File: src/rtl/pwm_fan_driver_pkg.sv
// Shared definitions for the fan PWM output stage.
// Holds the OFF/KICK/RUN state encoding and the PWM period length helper.
// Imported by pwm_timebase and pwm_fan_driver.
package pwm_fan_driver_pkg;

  typedef enum logic [1:0] {
    ST_OFF  = 2'b00,
    ST_KICK = 2'b01,
    ST_RUN  = 2'b10
  } fan_state_e;

  // Ticks per PWM period. A full-scale duty of 2^bits-1 then keeps the pin
  // high on every tick of the period.
  function automatic int period_len(input int bits);
    return (1 << bits) - 1;
  endfunction

endpackage

File: src/rtl/pwm_timebase.sv
// Free-running PWM timebase: a clock prescaler feeding a period counter.
// Ports: clk_i/rstn_i; tick (last clock of a tick), cnt (position in period),
// boundary (last clock of period), plus next-cycle cnt/boundary for registered outputs.
module pwm_timebase
  import pwm_fan_driver_pkg::*;
#(
  parameter int ADC_BITWIDTH = 8,
  parameter int CLK_DIV      = 4
) (
  input  logic                    clk_i,
  input  logic                    rstn_i,
  output logic                    tick,
  output logic [ADC_BITWIDTH-1:0] cnt,
  output logic                    boundary,
  output logic [ADC_BITWIDTH-1:0] cnt_nxt,
  output logic                    boundary_nxt
);

  localparam int PW = (CLK_DIV > 1) ? $clog2(CLK_DIV) : 1;
  localparam logic [PW-1:0] PRE_LAST = PW'(CLK_DIV - 1);
  localparam logic [ADC_BITWIDTH-1:0] CNT_LAST =
    ADC_BITWIDTH'(period_len(ADC_BITWIDTH) - 1);

  logic [PW-1:0] pre;
  logic [PW-1:0] pre_nxt;

  assign tick     = (pre == PRE_LAST);
  assign boundary = tick && (cnt == CNT_LAST);

  always_comb begin
    pre_nxt = pre + 1'b1;
    cnt_nxt = cnt;
    if (tick) begin
      pre_nxt = '0;
      cnt_nxt = (cnt == CNT_LAST) ? '0 : cnt + 1'b1;
    end
  end

  // Lookahead lets the parent register period_end so that it lines up
  // with the boundary clock instead of trailing it by one cycle.
  assign boundary_nxt = (pre_nxt == PRE_LAST) && (cnt_nxt == CNT_LAST);

  always_ff @(posedge clk_i or negedge rstn_i) begin
    if (!rstn_i) begin
      pre <= '0;
      cnt <= '0;
    end else begin
      pre <= pre_nxt;
      cnt <= cnt_nxt;
    end
  end

endmodule

File: src/rtl/pwm_fan_driver.sv
// Fan PWM driver: saturates the signed PID output to a duty, applies it only at
// period boundaries, and forces full duty for KICK_PERIODS periods when starting.
// Ports: clk_i/rstn_i, enable_i, value_i in; pwm_o, duty_o, period_end_o, state_o out.
module pwm_fan_driver
  import pwm_fan_driver_pkg::*;
#(
  parameter int ADC_BITWIDTH = 8,
  parameter int CLK_DIV      = 4,
  parameter int KICK_PERIODS = 16,
  parameter int MIN_DUTY     = 20
) (
  input  logic                    clk_i,
  input  logic                    rstn_i,
  input  logic                    enable_i,
  input  logic signed [ADC_BITWIDTH:0] value_i,
  output logic                    pwm_o,
  output logic [ADC_BITWIDTH-1:0] duty_o,
  output logic                    period_end_o,
  output logic [1:0]              state_o
);

  localparam int N  = ADC_BITWIDTH;
  localparam int KW = (KICK_PERIODS > 2) ? $clog2(KICK_PERIODS) : 1;
  localparam logic [N-1:0]  FULL      = '1;
  localparam logic [N-1:0]  MIN_D     = N'(MIN_DUTY);
  localparam logic [KW-1:0] KICK_LOAD = KW'((KICK_PERIODS > 0) ? KICK_PERIODS - 1 : 0);

  logic          tick;
  logic          boundary;
  logic [N-1:0]  cnt;
  logic [N-1:0]  cnt_nxt;
  logic          boundary_nxt;

  fan_state_e    state;
  fan_state_e    state_nxt;
  logic [N-1:0]  duty_nxt;
  logic [KW-1:0] kick_cnt;
  logic [KW-1:0] kick_nxt;
  logic [N-1:0]  sat;
  logic          want_on;
  logic          at_end;

  pwm_timebase #(
    .ADC_BITWIDTH (ADC_BITWIDTH),
    .CLK_DIV      (CLK_DIV)
  ) u_timebase (
    .clk_i        (clk_i),
    .rstn_i       (rstn_i),
    .tick         (tick),
    .cnt          (cnt),
    .boundary     (boundary),
    .cnt_nxt      (cnt_nxt),
    .boundary_nxt (boundary_nxt)
  );

  // Negative controller output clamps to zero; the sign bit clear means the
  // low N bits already are the duty.
  assign sat     = value_i[N] ? '0 : value_i[N-1:0];
  assign want_on = enable_i && (sat >= MIN_D);
  assign at_end  = tick && boundary;
  assign state_o = state;

  always_comb begin
    state_nxt = state;
    duty_nxt  = duty_o;
    kick_nxt  = kick_cnt;
    if (!enable_i) begin
      // Disable acts immediately, independent of the period boundary.
      state_nxt = ST_OFF;
      duty_nxt  = '0;
      kick_nxt  = '0;
    end else if (at_end) begin
      case (state)
        ST_OFF: begin
          if (want_on) begin
            if (KICK_PERIODS > 0) begin
              state_nxt = ST_KICK;
              kick_nxt  = KICK_LOAD;
              duty_nxt  = FULL;
            end else begin
              state_nxt = ST_RUN;
              duty_nxt  = sat;
            end
          end
        end
        ST_KICK: begin
          if (kick_cnt != '0) begin
            kick_nxt = kick_cnt - 1'b1;
          end else if (want_on) begin
            state_nxt = ST_RUN;
            duty_nxt  = sat;
          end else begin
            state_nxt = ST_OFF;
            duty_nxt  = '0;
          end
        end
        ST_RUN: begin
          if (want_on) begin
            duty_nxt = sat;
          end else begin
            state_nxt = ST_OFF;
            duty_nxt  = '0;
          end
        end
        default: begin
          state_nxt = ST_OFF;
          duty_nxt  = '0;
          kick_nxt  = '0;
        end
      endcase
    end
  end

  // pwm_o and period_end_o are registered from next-cycle values so that they
  // match the cnt/duty held in the same cycle rather than lagging by one.
  always_ff @(posedge clk_i or negedge rstn_i) begin
    if (!rstn_i) begin
      state        <= ST_OFF;
      duty_o       <= '0;
      kick_cnt     <= '0;
      pwm_o        <= 1'b0;
      period_end_o <= 1'b0;
    end else begin
      state        <= state_nxt;
      duty_o       <= duty_nxt;
      kick_cnt     <= kick_nxt;
      pwm_o        <= (cnt_nxt < duty_nxt);
      period_end_o <= boundary_nxt;
    end
  end

endmodule

File: config.mk
export PLATFORM = sky130hd
export DESIGN_NAME = pwm_fan_driver
export DESIGN_NICKNAME = d
export VERILOG_FILES = /design/src/rtl/pwm_fan_driver_pkg.sv /design/src/rtl/pwm_timebase.sv /design/src/rtl/pwm_fan_driver.sv
export SDC_FILE = /design/constraint.sdc
export NUM_CORES = 1
export LEC_CHECK = 0
export ABC_AREA = 0
export CAP_MARGIN = 5
export CORE_UTILIZATION = 35
export DETAILED_ROUTE_END_ITERATION = 6
export SLEW_MARGIN = 20
export SYNTH_ARGS = -nofsm -noshare
export SYNTH_HDL_FRONTEND = slang
export SYNTH_SLANG_ARGS = --single-unit
File: constraint.sdc
create_clock -name clk_i -period 2.75 [get_ports clk_i]
set_input_delay 0.4125 -clock clk_i [delete_from_list [all_inputs] [get_ports clk_i]]
set_output_delay 0.4125 -clock clk_i [all_outputs]
set_load 0.005 [all_outputs]
==> results.py, run 1 <==
metrics = {
    "sta": {
        "tns_ns": 0,
        "finalCritPeriodShare_pct": 93.8,
        "max_freq_mhz": 388,
        "final-setup-viol-count": 0,
        "slew-limit-headroom_pct": 61.5,
        "holdWs_ns": 0.469,
        "skew_ns": 0.0145,
        "slew_violations": 0,
        "hold_violations": 0,
        "setup_ws_ns": 0.171,
        "post-route-min-period_ns": 2.58,
        "worstMarginPinSlew_ns": 0.573,
    },
    "critical_path": {
        "r2r_cells": 11,
        "crit_path_end_kind": "register",
        "r2r_start": "kick_cnt[0]$_DFFE_PN0P_",
        "rr_endpoint": "pwm_o$_DFF_PN0_",
        "timing_worst_setup_path_type": "reg -> reg",
        "critPathArrivalTime_ns": 2.77,
        "reg2reg_slack_ns": 0.17,
        "cp.required_ns": 2.94,
        "cp-start-kind": "register",
        "worstPathMaxFanout": 9,
    },
    "logic_synthesis": {
        "synth_ff_type": "dfrtp_1",
        "yosysSeqAreaShare_pct": 37.0,
        "synth_seq_cells": 26,
        "syn_area_per_cell_sq_um": 9.82,
        "synth-edff-count": 0,
        "ys_types": 45,
        "postSynth.asyncResetShare_pct": 100,
        "synth_nets": 204,
        "syn_area_sq_um": 1760,
        "syn_inst": 179,
        "yosysWarnings": 0,
    },
    "finish": {
        "final_core_util_pct": 50.5,
        "antenna_cells": 0,
        "drive_gt1_share_pct": 27.5,
        "area_delta_synth_final_pct": 37.6,
        "fin_nets": 262,
    },
    "die": {
        "dieWidth_um": 72.9,
        "core_sq_um": 4790,
        "dieArea_sq_um": 5310,
        "fp.dieH_um": 72.9,
        "start_util_pct": 36.7,
        "rows": 25,
        "ioPinCount": 24,
    },
    "clocking": {
        "clk_pin_slew_worst_paths_ns": 0.10,
        "root_buffer": "clkbuf_8",
        "clockBufferDepth": 2,
        "cts_tree": "built",
        "cts_buffers": 3,
        "cts_hold_buf": 0,
        "htree_levels": 1,
        "clkLatencyLatePin_ns": 0.28,
        "numClockSinks": 26,
    },
    "route": {
        "viasPerCell": 5.23,
        "antenna_left": 0,
        "dr.pass1.iters": 4,
        "route.detailed.drc": 0,
        "drt_wl_total_um": 4430,
        "vias": 1584,
        "wl_per_cell_um": 14.6,
        "drt_iter0_markers": 92,
    },
    "outcome": {
        "status": "completed",
    },
    "grt": {
        "grt_max_degree": 27,
        "grt_usage_pct": 18.1,
        "antenna_found_initial": 0,
        "grt_pass1_vias": 1525,
        "grt_pass1_wl_um": 7400,
        "overflow": 0,
    },
    "placement": {
        "dp_hpwl_um": 3170,
        "io_buffers": 23,
        "pre_cts_ws_ns": -0.237,
        "gp_congestion": 0.855,
    },
    "worst_hold_path": {
        "hold_class": "reg -> reg",
        "holdPathEnd": "u_timebase.pre[0]$_DFF_PN0_",
        "worstHoldStart": "u_timebase.pre[0]$_DFF_PN0_",
        "whs_path_depth": 1,
    },
    "power": {
        "vdd_drop_max_mv": 0.160,
        "power_uw": 690,
        "p_per_area_nw_per_um2": 285,
        "p_leak_uw": 0.00106,
    },
    "job": {
        "drv_cap": 0,
    },
}
==> layout by cell type (no fill, tap or decap), drive strengths merged, types with 2 or more instances in the layout <==
cell type,n
nand3,3
and4,4
o31ai,2
a22o,8
nor2b,4
a21oi,14
dfrtp,26
o21ai,9
nand2,16
a21o,5
ha,13
a21boi,2
mux2i,2
inv,8
a31oi,9
a31o,7
clkbuf,4
nor3,3
nand4,7
clkdlybuf4s50,22
nor4b,2
a211o,2
nor2,11
buf,39
==> worst max-delay path by stage <==
| stage | depth (start not counted) | endpoint | start |
|---|---|---|---|
| global placement | 11 | pwm_o$_DFF_PN0_ | value_i[7] |
| finish | 11 | pwm_o$_DFF_PN0_ | kick_cnt[0]$_DFFE_PN0P_ |
| CTS | 12 | pwm_o$_DFF_PN0_ | u_timebase.cnt[0]$_DFF_PN0_ |
| global route | 11 | pwm_o$_DFF_PN0_ | value_i[6] |
| floorplan | 13 | pwm_o$_DFF_PN0_ | u_timebase.cnt[0]$_DFF_PN0_ |
| detailed placement | 11 | pwm_o$_DFF_PN0_ | value_i[7] |
==> through the flow <==
stage	std cells	cell area, sq um
finish	303	2420
global route	303	2420
CTS	298	2320
detailed placement	293	2260
global placement	293	2260
floorplan	179	1760
==> where the power goes <==
group | leakage (uW) | switching [uW] | total (uW) | internal, uW
Combinational | 0.000685 | 25.0 | 53.0 | 28.0
Clock | 0.0000288 | 127 | 255 | 128
Sequential | 0.000349 | 0.00000671 | 382 | 382
==> critical path, stage by stage (launching register included) <==
cell	delay, ns
dfrtp_1	0.39
inv_1	0.08
ha_2	0.20
a31o_2	0.25
a21oi_4	0.29
a22o_1	0.24
a31oi_2	0.05
ha_1	0.29
o2111a_1	0.25
nand4_1	0.13
nor2b_1	0.08
nor4b_2	0.25
==> sequential cells by signal, indices dropped and copies added (netlist names) <==
| register | cells |
|---|---|
| kick_cnt | 4 |
| pwm_o | 1 |
| u_timebase.pre | 2 |
| duty_o | 8 |
| period_end_o | 1 |
| state_o | 2 |
| u_timebase.cnt | 8 |
==> timing repair <==
item                                    4_1_cts  5_1_grt
endpoints found under the setup margin        1        1
pin swaps                                     1        8
cloned                                        1        0
setup buffers                                 0        5
gates resized for setup                       0       15
==> kinds of logic (layout without fill, tap and decap cells) <==
kind of cell	after synthesis	in the layout	share of synthesized area [%]
multiplexers	2	2	1.14
flip-flops	26	26	37.0
buffers and inverters	18	74	5.62
AO/OA/AOI/OAI	67	67	27.8
adder cells (fa/ha/maj)	13	13	9.25
AND/OR/NAND/NOR	53	54	19.2
==> area by class of cell <==
| class | count | area, sq um |
|---|---|---|
| clock buffers | 4 | 55.1 |
| inverters | 8 | 30.0 |
| repair buffers | 62 | 526 |
| well taps | 67 | 83.8 |
| multi-input cells | 136 | 1070 |
| flip-flops and latches | 26 | 651 |
| fillers | 450 | 2370 |
==> cells in the mapped netlist (3+ instances only) <==
master / count / area [sq um]
dfrtp_1: 26 / 651
nand2_1: 16 / 60.1
a21oi_1: 13 / 65.1
ha_1: 13 / 163
a31oi_1: 9 / 56.3
nor2_1: 9 / 33.8
a22o_1: 8 / 70.1
inv_1: 8 / 30.0
a31o_1: 6 / 52.6
o21ai_0: 6 / 30.0
a21o_1: 5 / 37.5
buf_4: 5 / 37.5
nand4_1: 5 / 31.3
buf_2: 4 / 20.0
nor2b_1: 4 / 25.0
nand3_1: 3 / 15.0
nor3_1: 3 / 15.0
==> metal layers <==
metal / track usage [%] / part of all wire, % / vias up
met2: 28.8 / 46 / 30
met5: 0 / 0 / -
met3: 2.35 / 2.6 / 2
met1: 25.9 / 51 / 752
li1: - / - / 800
met4: 4.79 / 0.52 / 0
Note: power is estimated with default switching activity, not from simulation.
==> run 2: changes to the inputs <==
--- a/config.mk
+++ b/config.mk
@@ -7,8 +7,9 @@
 export LEC_CHECK = 0
 export ABC_AREA = 0
 export CAP_MARGIN = 5
-export CORE_UTILIZATION = 35
+export CORE_UTILIZATION = 45
 export DETAILED_ROUTE_END_ITERATION = 6
+export PLACE_DENSITY = 0.7
 export SLEW_MARGIN = 20
 export SYNTH_ARGS = -nofsm -noshare
 export SYNTH_HDL_FRONTEND = slang
==> run 2 against run 1 <==
Via count increased by 5.4%. Largest cell class unchanged. Clock skew down 0.012 ns. Sequential power is essentially flat. Clock power grew 25%. Clock-buffer cell count shrank 1. Sequential cell count is the same. Non-clock buffer count shrank 1. Die area is 22% lower.
==> results.py, run 2 (same netlist as run 1, synthesis figures left out) <==
metrics = {
    "outcome": {
        "status": "completed",
    },
    "die": {
        "core_sq_um": 3720,
        "rows": 22,
        "ioPinCount": 24,
        "fp.dieH_um": 64.5,
        "dieWidth_um": 64.5,
        "dieArea_sq_um": 4160,
        "start_util_pct": 47.3,
    },
    "critical_path": {
        "reg2reg_slack_ns": 0.10,
        "rr_endpoint": "pwm_o$_DFF_PN0_",
        "critPathArrivalTime_ns": 2.87,
        "r2r_start": "u_timebase.cnt[0]$_DFF_PN0_",
        "timing_worst_setup_path_type": "in -> reg",
        "crit_path_end_kind": "register",
        "cp-start-kind": "input port",
        "r2r_cells": 12,
        "worstPathMaxFanout": 7,
        "cp.required_ns": 2.93,
    },
    "clocking": {
        "root_buffer": "clkbuf_8",
        "cts_buffers": 3,
        "clkLatencyLatePin_ns": 0.27,
        "cts_tree": "built",
        "numClockSinks": 26,
        "clockBufferDepth": 2,
        "htree_levels": 1,
        "cts_hold_buf": 0,
        "clk_pin_slew_worst_paths_ns": 0.09,
    },
    "grt": {
        "overflow": 0,
        "antenna_found_initial": 0,
        "grt_max_degree": 27,
        "grt_pass1_wl_um": 7580,
        "grt_usage_pct": 23.2,
        "grt_pass1_vias": 1594,
    },
    "placement": {
        "io_buffers": 23,
        "gp_congestion": 0.862,
        "dp_hpwl_um": 3280,
        "dpl-instance-area_sq_um": 2180,
    },
    "finish": {
        "fin_nets": 261,
        "antenna_cells": 0,
        "area_delta_synth_final_pct": 37.9,
        "drive_gt1_share_pct": 28.1,
        "final.fill_count": 299,
        "top_regs": "duty_o (8), u_timebase.cnt (8), kick_cnt (4)",
        "mostFrequentLayoutCells": "buf_4 (36), dfrtp_1 (26), clkdlybuf4s50_1 (23)",
        "final_common_cell": "buf_4",
        "stdcell_area_sq_um": 2420,
    },
    "sta": {
        "worstMarginPinSlew_ns": 0.473,
        "skew_ns": 0.00292,
        "hold_violations": 0,
        "slew-limit-headroom_pct": 68.2,
        "rsz0062_at_grt": "true",
        "final-setup-viol-count": 0,
        "tns_ns": 0,
        "finalCritPeriodShare_pct": 97.5,
        "slew_violations": 0,
        "post-route-min-period_ns": 2.68,
        "holdWs_ns": 0.493,
        "max_freq_mhz": 373,
    },
    "power": {
        "p_per_area_nw_per_um2": 311,
        "p_leak_uw": 0.00105,
        "vdd_drop_max_mv": 0.195,
        "power_uw": 754,
    },
    "route": {
        "drt_iter0_markers": 123,
        "route.detailed.drc": 0,
        "vias": 1669,
        "drt_wl_total_um": 4670,
        "viasPerCell": 5.90,
        "wl_per_cell_um": 16.5,
        "dr.pass1.iters": 7,
        "antenna_left": 0,
    },
    "job": {
        "drv_cap": 0,
    },
    "worst_hold_path": {
        "hold_class": "in -> async",
    },
}
==> run 2: repair_timing <==
item | CTS | global route
setup endpoints to repair | 1 | 1
gates cloned | 1 | 0
gates resized for setup | 3 | 14
pin swaps | 0 | 14
buffers inserted | 1 | 12
hold endpoints to repair | 0 | 0
==> run 2: layer usage <==
layer	global-route usage (%)	part of all wire, %	wire length [um]	vias up
li1	-	-	-	795
met1	31.0	45	2110	823
met2	40.1	50	2350	43
met3	1.94	3.1	145	8
met4	6.11	1.3	63	0
met5	0	0	0	-
==> run 2: how the worst max path moves through the flow <==
stage / to / slack (ns) / cells after the start / from
after floorplan: pwm_o$_DFF_PN0_ / 0.11 / 13 / u_timebase.cnt[0]$_DFF_PN0_
after CTS: pwm_o$_DFF_PN0_ / 0.007 / 11 / value_i[3]
final: pwm_o$_DFF_PN0_ / 0.07 / 11 / value_i[6]
after global placement: pwm_o$_DFF_PN0_ / -0.14 / 11 / value_i[3]
after detailed placement: pwm_o$_DFF_PN0_ / -0.28 / 11 / value_i[3]
after global routing: pwm_o$_DFF_PN0_ / -0.04 / 11 / value_i[6]
==> run 2: worst max-delay path: stages <==
cell,delay [ns]
clkdlybuf4s50_1,0.44
nor3_2,0.25
a21oi_2,0.11
and4_4,0.22
a22o_1,0.22
a31oi_1,0.19
ha_1,0.26
o2111a_1,0.28
nand4_1,0.14
nor2b_1,0.08
nor4b_2,0.26
==> run 2: cell type report <==
type                       count  area (sq um)  area share (%)
timing repair buffer          61           532            21.9
tap                           48          60.1            2.48
clock inverter                 1          30.0            1.24
sequential                    26           651            26.8
inverter                       8          30.0            1.24
multi-input combinational    136          1080            44.6
clock buffer                   3          41.3            1.70
==> run 2: where the power goes <==
part | internal (uW) | switching [uW]
registers | 382 | 0.00000589
logic | 28.0 | 24.6
clock network | 195 | 124
==> run 2: stage by stage <==
stage | util, % | setup WS [ns] | std cells
floorplan | - | 0.107 | 179
global placement | 58.7 | -0.144 | 265
detailed placement | 58.7 | -0.280 | 265
CTS | 61.3 | 0.00723 | 271
global route | 65.2 | -0.0355 | 283
finish | 65.2 | 0.0691 | 283
==> run 3: changes to the inputs <==
--- a/config.mk
+++ b/config.mk
@@ -10,7 +10,7 @@
 export CORE_UTILIZATION = 45
 export DETAILED_ROUTE_END_ITERATION = 6
 export PLACE_DENSITY = 0.7
-export SLEW_MARGIN = 20
+export SLEW_MARGIN = 10
 export SYNTH_ARGS = -nofsm -noshare
 export SYNTH_HDL_FRONTEND = slang
 export SYNTH_SLANG_ARGS = --single-unit
==> constraint.sdc (replaced) <==
create_clock -name clk_i -period 2.39 [get_ports clk_i]
set_input_delay 0.3585 -clock clk_i [delete_from_list [all_inputs] [get_ports clk_i]]
set_output_delay 0.3585 -clock clk_i [all_outputs]
set_load 0.005 [all_outputs]
==> run 3 against run 2 <==
The flow now finishes with violations (setup timing). Combinational power increased by 27%. Clock power decreased by 10%. Cell count increased by 7.4%. Sequential share of layout area decreased by 1.5 points. Via count increased by 7.0%. Power increased by 5.1%. Critical path depth increased by 1. Die area unchanged. Worst hold slack got worse by 0.038 ns. Largest power group unchanged.
==> results.py, run 3 (same netlist as run 1, synthesis figures left out) <==
metrics = {
    "outcome": {
        "status": "finished, violations left",
        "violations": "setup timing",
    },
    "sta": {
        "hold_violations": 0,
        "post-route-min-period_ns": 2.49,
        "tns_ns": -0.0974,
        "slew-limit-headroom_pct": 72.7,
        "skew_ns": 0.00431,
        "setup_ws_ns": -0.0974,
        "final-setup-viol-count": 1,
        "max_freq_mhz": 402,
        "holdWs_ns": 0.455,
        "finalCritPeriodShare_pct": 104,
        "slew_violations": 0,
        "worstMarginPinSlew_ns": 0.405,
        "rsz0062_at_grt": "true",
    },
    "power": {
        "power_uw": 792,
        "vdd_drop_max_mv": 0.185,
        "p_per_area_nw_per_um2": 309,
        "p_leak_uw": 0.00116,
    },
    "clocking": {
        "numClockSinks": 26,
        "clockBufferDepth": 2,
        "root_buffer": "clkbuf_8",
        "htree_levels": 1,
        "cts_tree": "built",
        "clk_pin_slew_worst_paths_ns": 0.09,
        "cts_buffers": 3,
        "cts_hold_buf": 0,
        "clkLatencyLatePin_ns": 0.27,
    },
    "critical_path": {
        "worst-path-buf-inv": 2,
        "r2r_cells": 12,
        "cp.required_ns": 2.58,
        "timing_worst_setup_path_type": "reg -> reg",
        "critPathArrivalTime_ns": 2.68,
        "path_depth": 12,
        "critPathSlowestCell": "dfrtp_1",
        "crit_chain": "inv_2, ha_4, buf_4, a31o_4, a21oi_4, a22o_1, a31oi_1, ha_1, o2111a_1, nand4_1, a221oi_2, nor4b_2",
        "crit_path_end_kind": "register",
        "crit_family": "compound AO/OA/AOI/OAI gates",
        "worstPathMaxFanout": 5,
        "timing.critical_path.slowest_cell_delay_ns": 0.37,
        "cp-start-kind": "register",
    },
    "grt": {
        "antenna_found_initial": 0,
        "overflow": 0,
        "grt_max_degree": 27,
        "grt_pass1_vias": 1697,
        "grt_pass1_wl_um": 8010,
        "grt_usage_pct": 25.2,
    },
    "finish": {
        "final.fill_count": 268,
        "area_delta_synth_final_pct": 46.0,
        "fin_nets": 282,
        "top_regs": "duty_o (8), u_timebase.cnt (8), kick_cnt (4)",
        "mostFrequentLayoutCells": "buf_4 (56), dfrtp_1 (26), clkdlybuf4s50_1 (22)",
        "final_common_cell": "buf_4",
        "antenna_cells": 0,
        "drive_gt1_share_pct": 34.4,
    },
    "placement": {
        "dp_hpwl_um": 3500,
        "io_buffers": 23,
        "gp_congestion": 0.920,
    },
    "route": {
        "viasPerCell": 5.87,
        "route.detailed.drc": 0,
        "vias": 1785,
        "antenna_left": 0,
        "drt_iter0_markers": 114,
        "drt_wl_total_um": 5080,
        "dr.pass1.iters": 4,
        "wl_per_cell_um": 16.7,
    },
    "job": {
        "drv_cap": 0,
    },
    "die": {
        "start_util_pct": 47.3,
        "dieArea_sq_um": 4160,
        "rows": 22,
        "dieWidth_um": 64.5,
        "core_sq_um": 3720,
        "fp.dieH_um": 64.5,
        "ioPinCount": 24,
    },
    "worst_hold_path": {
        "hold_class": "in -> async",
    },
}
[run 3: changes by cell type in the layout (fill, tap and decap cells not counted), sizes merged]
cell and delta:
buf +19, bufinv -1, clkbuf +1, clkdlybuf4s50 -1
and4 +1, dlymetal6s2s +1, a21oi +1
[run 3: power breakdown]
group / internal (uW) / total (uW) / switching (uW)
sequential: 439 / 439 / 0.00000658
combinational: 35.7 / 66.9 / 31.1
clock: 147 / 286 / 139
total: 623 / 792 / 170
[run 3: area by class of cell]
cell class / count / area, sq um / area share [%]
clock buffer: 4 / 55.1 / 2.15
inverter: 8 / 30.0 / 1.17
timing repair buffer: 80 / 658 / 25.6
sequential: 26 / 651 / 25.4
multi-input combinational: 138 / 1110 / 43.3
tap: 48 / 60.1 / 2.34
[run 3: worst reg2reg max path, stage by stage, from the launching register on]
cell and delay (ns):
dfrtp_1 0.37, inv_2 0.06, ha_4 0.16, buf_4 0.13
a31o_4 0.24, a21oi_4 0.21, a22o_1 0.20, a31oi_1 0.05
ha_1 0.28, o2111a_1 0.27, nand4_1 0.12, a221oi_2 0.05
nor4b_2 0.26
[run 3: path summary, 6_finish.rpt]
kind | startpoint | endpoint | slack [ns]
worst max-delay path | kick_cnt[0]$_DFFE_PN0P_ | pwm_o$_DFF_PN0_ | -0.1
worst min-delay path | rstn_i | duty_o[1]$_DFF_PN0_ | 0.45
worst max register to register | kick_cnt[0]$_DFFE_PN0P_ | pwm_o$_DFF_PN0_ | -0.1
worst min register to register | u_timebase.pre[0]$_DFF_PN0_ | u_timebase.pre[0]$_DFF_PN0_ | 0.56
max in group asynchronous | rstn_i | duty_o[7]$_DFF_PN0_ | 1.68
min in group clk_i | u_timebase.pre[0]$_DFF_PN0_ | u_timebase.pre[0]$_DFF_PN0_ | 0.56
[run 3: routing by layer]
layer  part of all wire [%]  GRT usage, %  up-vias
li1                       -             -      846
met1                     42          30.8      869
met2                     52          45.1       58
met3                    3.8          2.82       12
met4                    2.4          9.44        0
met5                      0             0        -
[run 3: per-stage QoR]
stage	setup slack, ns	cell area (sq um)	instances	utilization, %
3_3_place_gp	-0.390	2310	283	62.2
5_1_grt	-0.217	2570	304	69.1
2_1_floorplan	-0.105	1770	179	-
3_5_place_dp	-0.484	2310	283	62.2
4_1_cts	-0.113	2510	300	67.7
6_report	-0.0974	2570	304	69.1
[run 3: what timing repair did]
action / in CTS / in global routing
endpoints found under the setup margin: 1 / 1
cloned: 3 / 0
setup buffers: 10 / 4
gates resized for setup: 12 / 6
pin swaps: 10 / 9
